File: config.mk
export PLATFORM = sky130hd
export DESIGN_NAME = seg_scan_display
export DESIGN_NICKNAME = d
export VERILOG_FILES = /design/src/rtl/seg_disp_pkg.sv /design/src/rtl/bin2bcd_seq.sv /design/src/rtl/seg_scan_display.sv
export SDC_FILE = /design/constraint.sdc
export NUM_CORES = 1
export LEC_CHECK = 0
export ABC_AREA = 0
export BUFFER_PORTS_ARGS = -buffer_cell sky130_fd_sc_hd__buf_2
export CAP_MARGIN = 20
export CORE_AREA = 4 4 98 100
export DETAILED_ROUTE_END_ITERATION = 8
export DIE_AREA = 0 0 102 104
export GPL_TIMING_DRIVEN = 0
export HOLD_SLACK_MARGIN = 0.06
export PLACE_DENSITY_LB_ADDON = 0.25
export SETUP_SLACK_MARGIN = 0.15
export SYNTH_ARGS = -nofsm -noshare
export SYNTH_HDL_FRONTEND = slang
export SYNTH_SLANG_ARGS = --single-unit
File: constraint.sdc
create_clock -name clk -period 4 [get_ports clk]
set_input_delay 0.2 -clock clk [delete_from_list [all_inputs] [get_ports clk]]
set_output_delay 0.2 -clock clk [all_outputs]
set_load 0.05 [all_outputs]
File: src/rtl/seg_disp_pkg.sv
// -----------------------------------------------------------------------------
// seg_disp_pkg
// Shared definitions for the multiplexed seven-segment display block:
//   - segment constants (blank, dash) and the digit-to-segment encoder
//   - load FSM and empty FSM state encodings
//   - pow10 helper used to derive the overflow threshold
// Segment vectors are ordered a..g with a in the MSB; 1 = segment lit.
// -----------------------------------------------------------------------------
package seg_disp_pkg;

  localparam logic [6:0] SEG_BLANK = 7'b0000000;
  localparam logic [6:0] SEG_DASH  = 7'b0000001;

  typedef enum logic {
    LOAD_IDLE = 1'b0,
    LOAD_CONV = 1'b1
  } load_state_t;

  typedef enum logic [1:0] {
    EMPTY_NORMAL    = 2'b00,
    EMPTY_HOLD_ZERO = 2'b01,
    EMPTY_OFF       = 2'b10
  } empty_state_t;

  // Decimal digit to segment pattern; non-decimal codes render blank.
  function automatic logic [6:0] seg_encode(input logic [3:0] digit);
    logic [6:0] pattern;
    case (digit)
      4'd0:    pattern = 7'b1111110;
      4'd1:    pattern = 7'b0110000;
      4'd2:    pattern = 7'b1101101;
      4'd3:    pattern = 7'b1111001;
      4'd4:    pattern = 7'b0110011;
      4'd5:    pattern = 7'b1011011;
      4'd6:    pattern = 7'b1011111;
      4'd7:    pattern = 7'b1110000;
      4'd8:    pattern = 7'b1111111;
      4'd9:    pattern = 7'b1111011;
      default: pattern = SEG_BLANK;
    endcase
    return pattern;
  endfunction

  // 10^n for elaboration-time constants (n <= 9 fits in 32 bits).
  function automatic logic [31:0] pow10(input int n);
    logic [31:0] acc;
    acc = 32'd1;
    for (int i = 0; i < n; i++) begin
      acc = acc * 32'd10;
    end
    return acc;
  endfunction

endpackage

File: src/rtl/bin2bcd_seq.sv
// -----------------------------------------------------------------------------
// bin2bcd_seq
// Sequential double-dabble converter: one add-3/shift step per clock, exactly
// VALUE_W steps per conversion.
// Ports:
//   clk, rst   : clock, synchronous active-high reset (aborts a conversion)
//   i_start    : load i_bin and begin converting (ignored while busy)
//   i_bin      : unsigned binary input
//   o_done     : high during the final step; o_bcd is the result in that cycle
//   o_bcd      : NUM_DIGITS packed BCD nibbles, digit 0 in the low nibble
// -----------------------------------------------------------------------------
module bin2bcd_seq #(
  parameter int VALUE_W    = 8,
  parameter int NUM_DIGITS = 3
) (
  input  logic                    clk,
  input  logic                    rst,
  input  logic                    i_start,
  input  logic [VALUE_W-1:0]      i_bin,
  output logic                    o_done,
  output logic [NUM_DIGITS*4-1:0] o_bcd
);

  localparam int BCD_W = NUM_DIGITS * 4;
  localparam int CNT_W = $clog2(VALUE_W + 1);

  logic [VALUE_W-1:0] r_bin;
  logic [BCD_W-1:0]   r_bcd;
  logic [CNT_W-1:0]   r_cnt;
  logic               r_busy;
  logic [BCD_W-1:0]   w_adj;
  logic [BCD_W-1:0]   w_shifted;

  // Add-3 correction on every nibble >= 5, then shift in the next binary MSB.
  always_comb begin
    w_adj = r_bcd;
    for (int i = 0; i < NUM_DIGITS; i++) begin
      if (r_bcd[i*4 +: 4] >= 4'd5) begin
        w_adj[i*4 +: 4] = r_bcd[i*4 +: 4] + 4'd3;
      end else begin
        w_adj[i*4 +: 4] = r_bcd[i*4 +: 4];
      end
    end
    w_shifted = {w_adj[BCD_W-2:0], r_bin[VALUE_W-1]};
  end

  // The result is taken straight from the last step so the caller sees it
  // in the same cycle o_done is high.
  assign o_done = r_busy && (r_cnt == CNT_W'(VALUE_W - 1));
  assign o_bcd  = w_shifted;

  // Conversion state: load on start, one step per cycle while busy.
  always_ff @(posedge clk) begin
    if (rst) begin
      r_bin  <= {VALUE_W{1'b0}};
      r_bcd  <= {BCD_W{1'b0}};
      r_cnt  <= {CNT_W{1'b0}};
      r_busy <= 1'b0;
    end else if (i_start && !r_busy) begin
      r_bin  <= i_bin;
      r_bcd  <= {BCD_W{1'b0}};
      r_cnt  <= {CNT_W{1'b0}};
      r_busy <= 1'b1;
    end else if (r_busy) begin
      r_bin <= r_bin << 1;
      r_bcd <= w_shifted;
      if (o_done) begin
        r_busy <= 1'b0;
        r_cnt  <= {CNT_W{1'b0}};
      end else begin
        r_cnt <= r_cnt + CNT_W'(1);
      end
    end else begin
      r_busy <= 1'b0;
    end
  end

endmodule

File: src/rtl/seg_scan_display.sv
// -----------------------------------------------------------------------------
// seg_scan_display
// Accepts a binary value, converts it to BCD and scans it onto a multiplexed
// seven-segment display, with leading-zero suppression, overflow dashes and a
// battery-empty sequence (hold "0" for BLANK_CYCLES, then dark).
// Ports:
//   clk, rst   : clock, synchronous active-high reset
//   in_valid   : in_value offered; accepted when in_ready is also high
//   in_ready   : high while no conversion is running
//   in_value   : unsigned binary value to display
//   lz_en      : leading-zero suppression enable
//   empty      : battery-empty indication
//   seg        : segments a..g (MSB = a), 1 = lit, registered
//   digit_sel  : one-hot digit enable, bit 0 = least significant digit
//   overflow   : displayed value does not fit in NUM_DIGITS decimal digits
// seg and digit_sel are both registered from the same next-state values, so
// the pattern on seg always belongs to the digit currently enabled.
// -----------------------------------------------------------------------------
module seg_scan_display
  import seg_disp_pkg::*;
#(
  parameter int NUM_DIGITS   = 3,
  parameter int VALUE_W      = 8,
  parameter int SCAN_DIV     = 4,
  parameter int BLANK_CYCLES = 200
) (
  input  logic                  clk,
  input  logic                  rst,
  input  logic                  in_valid,
  output logic                  in_ready,
  input  logic [VALUE_W-1:0]    in_value,
  input  logic                  lz_en,
  input  logic                  empty,
  output logic [6:0]            seg,
  output logic [NUM_DIGITS-1:0] digit_sel,
  output logic                  overflow
);

  localparam int          BCD_W   = NUM_DIGITS * 4;
  localparam int          IDX_W   = (NUM_DIGITS > 1) ? $clog2(NUM_DIGITS) : 1;
  localparam int          SCNT_W  = $clog2(SCAN_DIV + 1);
  localparam int          TMR_W   = $clog2(BLANK_CYCLES + 1);
  localparam logic [31:0] MAX_VAL = pow10(NUM_DIGITS) - 32'd1;

  load_state_t           r_load_state, w_load_next;
  empty_state_t          r_estate, w_estate_next;
  logic [BCD_W-1:0]      r_disp, w_disp_next;
  logic                  r_ovf, w_ovf_next;
  logic                  r_ovf_pend, w_ovf_pend_next;
  logic [TMR_W-1:0]      r_timer, w_timer_next;
  logic [SCNT_W-1:0]     r_scan_cnt, w_scan_next;
  logic [IDX_W-1:0]      r_digit_idx, w_idx_next;
  logic [NUM_DIGITS-1:0] r_digit_sel;
  logic [6:0]            r_seg, w_seg_next;
  logic                  w_accept, w_done;
  logic [BCD_W-1:0]      w_bcd;
  logic [NUM_DIGITS-1:0] w_blank_mask;
  logic                  w_upper_zero;
  logic [3:0]            w_digit;
  logic                  w_lz_blank;

  assign in_ready  = (r_load_state == LOAD_IDLE);
  assign w_accept  = in_valid && (r_load_state == LOAD_IDLE);
  assign seg       = r_seg;
  assign digit_sel = r_digit_sel;
  assign overflow  = r_ovf;

  bin2bcd_seq #(
    .VALUE_W    (VALUE_W),
    .NUM_DIGITS (NUM_DIGITS)
  ) u_bin2bcd (
    .clk     (clk),
    .rst     (rst),
    .i_start (w_accept),
    .i_bin   (in_value),
    .o_done  (w_done),
    .o_bcd   (w_bcd)
  );

  // Load FSM plus display/overflow update at the end of a conversion.
  // Overflow is judged on the full binary value at accept time, since the
  // truncated BCD result cannot tell us.
  always_comb begin
    w_load_next     = r_load_state;
    w_disp_next     = r_disp;
    w_ovf_next      = r_ovf;
    w_ovf_pend_next = r_ovf_pend;
    case (r_load_state)
      LOAD_IDLE: begin
        if (in_valid) begin
          w_load_next     = LOAD_CONV;
          w_ovf_pend_next = (32'(in_value) > MAX_VAL);
        end else begin
          w_load_next = LOAD_IDLE;
        end
      end
      LOAD_CONV: begin
        if (w_done) begin
          w_load_next = LOAD_IDLE;
          w_disp_next = w_bcd;
          w_ovf_next  = r_ovf_pend;
        end else begin
          w_load_next = LOAD_CONV;
        end
      end
      default: w_load_next = LOAD_IDLE;
    endcase
  end

  // Empty FSM: HOLD_ZERO lasts BLANK_CYCLES cycles, any empty=0 returns home.
  always_comb begin
    w_estate_next = r_estate;
    w_timer_next  = r_timer;
    case (r_estate)
      EMPTY_NORMAL: begin
        if (empty) begin
          w_estate_next = EMPTY_HOLD_ZERO;
          w_timer_next  = {TMR_W{1'b0}};
        end else begin
          w_estate_next = EMPTY_NORMAL;
        end
      end
      EMPTY_HOLD_ZERO: begin
        if (!empty) begin
          w_estate_next = EMPTY_NORMAL;
          w_timer_next  = {TMR_W{1'b0}};
        end else if (r_timer == TMR_W'(BLANK_CYCLES - 1)) begin
          w_estate_next = EMPTY_OFF;
          w_timer_next  = {TMR_W{1'b0}};
        end else begin
          w_timer_next = r_timer + TMR_W'(1);
        end
      end
      EMPTY_OFF: begin
        if (!empty) begin
          w_estate_next = EMPTY_NORMAL;
          w_timer_next  = {TMR_W{1'b0}};
        end else begin
          w_estate_next = EMPTY_OFF;
        end
      end
      default: begin
        w_estate_next = EMPTY_NORMAL;
        w_timer_next  = {TMR_W{1'b0}};
      end
    endcase
  end

  // Scan counter and digit index; the index advances when the counter wraps.
  always_comb begin
    w_scan_next = r_scan_cnt + SCNT_W'(1);
    w_idx_next  = r_digit_idx;
    if (r_scan_cnt == SCNT_W'(SCAN_DIV - 1)) begin
      w_scan_next = {SCNT_W{1'b0}};
      if (r_digit_idx == IDX_W'(NUM_DIGITS - 1)) begin
        w_idx_next = {IDX_W{1'b0}};
      end else begin
        w_idx_next = r_digit_idx + IDX_W'(1);
      end
    end else begin
      w_idx_next = r_digit_idx;
    end
  end

  // Leading-zero mask: a digit is blankable when it and every digit above it
  // are zero; digit 0 is never blanked so a value of 0 still shows "0".
  always_comb begin
    w_upper_zero = 1'b1;
    w_blank_mask = {NUM_DIGITS{1'b0}};
    for (int i = NUM_DIGITS - 1; i >= 0; i--) begin
      w_upper_zero    = w_upper_zero && (w_disp_next[i*4 +: 4] == 4'd0);
      w_blank_mask[i] = w_upper_zero && (i > 0);
    end
    w_digit    = 4'(w_disp_next >> {w_idx_next, 2'b00});
    w_lz_blank = w_blank_mask[w_idx_next];
  end

  // Segment pattern for the digit that will be enabled next cycle.
  always_comb begin
    w_seg_next = SEG_BLANK;
    case (w_estate_next)
      EMPTY_HOLD_ZERO: w_seg_next = seg_encode(4'd0);
      EMPTY_OFF:       w_seg_next = SEG_BLANK;
      EMPTY_NORMAL: begin
        if (w_ovf_next) begin
          w_seg_next = SEG_DASH;
        end else if (lz_en && w_lz_blank) begin
          w_seg_next = SEG_BLANK;
        end else begin
          w_seg_next = seg_encode(w_digit);
        end
      end
      default: w_seg_next = SEG_BLANK;
    endcase
  end

  // State and output registers.
  always_ff @(posedge clk) begin
    if (rst) begin
      r_load_state <= LOAD_IDLE;
      r_disp       <= {BCD_W{1'b0}};
      r_ovf        <= 1'b0;
      r_ovf_pend   <= 1'b0;
      r_estate     <= EMPTY_NORMAL;
      r_timer      <= {TMR_W{1'b0}};
      r_scan_cnt   <= {SCNT_W{1'b0}};
      r_digit_idx  <= {IDX_W{1'b0}};
      r_digit_sel  <= NUM_DIGITS'(1);
      r_seg        <= SEG_BLANK;
    end else begin
      r_load_state <= w_load_next;
      r_disp       <= w_disp_next;
      r_ovf        <= w_ovf_next;
      r_ovf_pend   <= w_ovf_pend_next;
      r_estate     <= w_estate_next;
      r_timer      <= w_timer_next;
      r_scan_cnt   <= w_scan_next;
      r_digit_idx  <= w_idx_next;
      r_digit_sel  <= NUM_DIGITS'(1) << w_idx_next;
      r_seg        <= w_seg_next;
    end
  end

endmodule

==> results.md <==
• **result of the run** finished, final reports clean
• **Total Wirelength** 8590 um
• **distinct cell type count of the synthesized netlist** 58
• **Sinks on Clock Net** 64
• **flip-flop and latch count after synthesis** 64
• **Leak** 1.52 nW
• **first-pass GRT wire length** 14600 um
• **critical path endpoint category** flip-flop
• **top-level I/O count** 25
• **arrival time reported for the critical path endpoint** 3.65 ns
• **share of synthesized area occupied by flip-flops and latches** 37.2%
• **placed wire-length estimate after detailed placement** 6370 um
• **Total Die Area** 10600 um2
• **antenna violations before repair** 0
• **CTS Root Cell** clkbuf_8
• **CP max stage cell** nor3b_1
• **utilization of the core after routing** 45.0%
• **level count of the clock H-tree** 3
• **mean post-synth cell area** 7.98 um2
• **Worst-Skew Late Latency** 0.35 ns
• **Non-Filler Instances** 579
• **delay of the slowest cell on the worst path** 0.45 ns
• **weighted congestion reported at the end of routability-driven placement** 0.836
• **fraction of final layout cells sized beyond drive strength 1** 12.3%
• **post-layout instance area** 3900 um2
• **height of the die** 104 um
• **Synth Cell Area** 3450 um2
• **placed cell areas** 3700 um2
• **count of vias placed by the detailed router** 3224
• **Most common cell on crit path** ha_1
• **max_cap viols** 0
• **top cell family by delay on the critical path** compound AO/OA/AOI/OAI gates
• **Row Count** 34
• **category of the critical setup timing path** flip-flop to flip-flop
• **Placed Cells incl. Taps** 563
• **Max clock buf depth** 2
• **Filler Cell Count** 886
• **critical path data required time** 4.25 ns
• **clock tree from TritonCTS** yes
• **max-slew violation count** 0
• **power per cell area** 361 nW/um2
• **number of gates given a new drive strength after cts** 0
• **overall routing resource usage** 17.1%
• **initial cell density of the core** 39.7%
• **unrepaired setup endpoints after global routing** false
• **remaining design rule violation count** 0
• **global-route congestion overflow total** 0
• **final routed wire length divided by cell count** 14.8 um
• **most common flop cell mapped by yosys** dfxtp_1
• **Post-Syn Nets** 460
• **worst path buffer plus inverter count** 2
• **final antenna-violating net count** 0
• **headroom to the max-slew limit** 46.7%
• **number of synthesized flops with an enable pin** 0
• **Final min period** 3.40 ns
• **Max rail drop VDD** 117 uV
• **Via-to-Cell Ratio** 5.57
• **number of detailed-route iterations in the first pass** 4
• **count of port buffers added during placement** 23
• **worst min-delay path class** input port to flip-flop
• **number of hold buffers added after CTS** 0
• **DP Worst Slack** 0.497 ns
• **violation count after the first detailed-route iteration** 169
• **final setup slack of the worst path** 0.601 ns
• **synthesized instance count** 432
• **number of warnings printed during yosys synthesis** 0
• **transition time of the tightest slew-check pin** 0.793 ns
• **Antenna diodes** 0
• **standard cell core area** 8680 um2
• **setup violation total in the final timing report** 0
• **Final #Nets** 494
• **maximum frequency from static timing analysis** 0.294 GHz
• **Critical Path Fanout Max** 10
• **Layout Area Growth over Synthesis** 13.3%
• **Total Neg Setup Slack** 0 ns
• **largest net degree at the start of global routing** 13
• **Post-CTS Repair Setup Buffers** 0
• **Hold Violations, Final** 0
• **Worst Setup Start Kind** flip-flop
• **clock-pin slew reported for the worst setup and hold paths after clock tree synthesis** 0.08 ns
• **via count of the first global-routing pass** 3086
• **number of buffers added by the clock tree synthesis step** 9
• **share of the cycle needed by the critical path after routing** 85.0%
• **share of flip-flops with an asynchronous set or reset after synthesis** 0%
• **crit path cell chain** ha_1 -> and4b_4 -> nand2_4 -> buf_2 -> nor3b_1 -> o32a_1 -> o221ai_1 -> o21ai_1 -> inv_1 -> ha_1 -> o31a_1 -> a2111oi_2
• **final setup skew** 0.0100 ns
• **die outline width** 102 um
synthesized netlist by cell type, drive strengths merged (3+ instances only):
| master | instances | area (um2) |
|---|---|---|
| and3 | 3 | 20.0 |
| o221ai | 4 | 35.0 |
| nor2b | 14 | 87.6 |
| a211oi | 10 | 80.1 |
| mux2i | 13 | 143 |
| clkbuf | 11 | 42.5 |
| xor2 | 4 | 35.0 |
| nand3b | 3 | 22.5 |
| a21o | 5 | 37.5 |
| nor4 | 5 | 31.3 |
| inv | 16 | 60.1 |
| nand2 | 35 | 139 |
| a21oi | 35 | 175 |
| nand2b | 6 | 37.5 |
| o211ai | 4 | 35.0 |
| nor2 | 64 | 243 |
| nand3 | 8 | 40.0 |
| ha | 15 | 188 |
| dfxtp | 64 | 1280 |
| nor3b | 5 | 37.5 |
| o31ai | 3 | 27.5 |
| a31oi | 8 | 50.1 |
| nand4 | 6 | 37.5 |
| or3 | 5 | 31.3 |
| buf | 10 | 45.0 |
| and2 | 3 | 18.8 |
| o21ai | 29 | 145 |
| nor3 | 19 | 95.1 |
path summary, 6_finish.rpt:
check / slack (ns) / from / end / cells after the start
worst min-delay path: 0.12 / in_valid / r_load_state / 3
worst max-delay path: 0.60 / u_bin2bcd.r_cnt[0] / seg[0] / 12
worst min register to register: 0.42 / r_scan_cnt[0] / r_scan_cnt[0] / 1
worst max register to register: 0.60 / u_bin2bcd.r_cnt[0] / seg[0] / 12
routing by layer:
| layer | vias to the layer above | part of all wire, % | global-route usage (%) |
|---|---|---|---|
| met5 | - | 0 | 0 |
| met2 | 72 | 46 | 27.1 |
| met3 | 18 | 5.2 | 4.09 |
| li1 | 1621 | - | - |
| met4 | 0 | 2.5 | 7.12 |
| met1 | 1513 | 46 | 22.1 |
state kept, by name (all words and copies together), names as in the netlist, 2 cells and up:
| name | flops |
|---|---|
| digit_sel | 3 |
| r_digit_idx | 2 |
| r_disp | 12 |
| r_estate | 2 |
| r_scan_cnt | 3 |
| r_timer | 8 |
| seg | 7 |
| u_bin2bcd.r_bcd | 12 |
| u_bin2bcd.r_bin | 8 |
| u_bin2bcd.r_cnt | 4 |
cell families after synthesis:
family / Yosys count / synth area share [%]
multiplexers: 13 / 4.14
buffers and inverters: 37 / 4.28
XOR/XNOR: 6 / 1.53
adder cells (fa/ha/maj): 15 / 5.45
AND/OR/NAND/NOR: 183 / 26.3
AO/OA/AOI/OAI: 114 / 21.2
flip-flops: 64 / 37.2
layout make-up:
cell class / count / area, um2 / share of cell area, %
clock inverters: 6 / 68.8 / 1.76
plain buffers: 21 / 87.6 / 2.24
inverters: 16 / 60.1 / 1.54
clock buffers: 10 / 138 / 3.53
well taps: 108 / 135 / 3.46
flip-flops and latches: 64 / 1280 / 32.8
repair buffers: 23 / 115 / 2.95
multi-input cells: 331 / 2020 / 51.7
power by group:
part / total (W) / internal [W] / leakage (nW) / switching, W
sequential: 0.000670 / 0.000658 / 0.521 / 0.0000124
clock: 0.000576 / 0.000307 / 0.102 / 0.000269
combinational: 0.000164 / 0.0000516 / 0.896 / 0.000113
worst reg2reg max path, stage by stage (launching register included):
cell	delay, ns
dfxtp_1	0.37
ha_1	0.25
and4b_4	0.31
nand2_4	0.12
buf_2	0.25
nor3b_1	0.45
o32a_1	0.21
o221ai_1	0.14
o21ai_1	0.29
inv_1	0.11
ha_1	0.21
o31a_1	0.31
a2111oi_2	0.28
cell usage in the layout (no fill, tap or decap), types with 4 or more instances in the layout:
cell type	Yosys	layout
dfxtp_1	64	64
nor2_1	63	63
a21oi_1	35	35
nand2_1	34	34
buf_2	6	29
o21ai_0	27	26
nor3_1	19	19
inv_1	16	16
ha_1	15	15
nor2b_1	14	14
mux2i_1	12	12
clkbuf_1	10	10
clkbuf_8	0	10
a211oi_1	9	9
nand3_1	8	8
a31oi_1	8	8
nand2b_1	6	6
nand4_1	6	6
nor3b_1	5	5
or3_1	5	5
a21o_1	5	5
nor4_1	5	5
o221ai_1	4	4
buf_1	4	4
xor2_1	4	4
metrics by stage:
| stage | hold WS [ns] | total power (W) |
|---|---|---|
| final | 0.120 | 0.00141 |
| after global routing | 0.127 | 0.00149 |
| after floorplan | 0.362 | 0.000805 |
| after detailed placement | 0.419 | 0.000849 |
| after global placement | 0.410 | 0.000846 |
| after CTS | 0.110 | 0.00143 |
No activity file was read; power rests on OpenSTA's default activity.
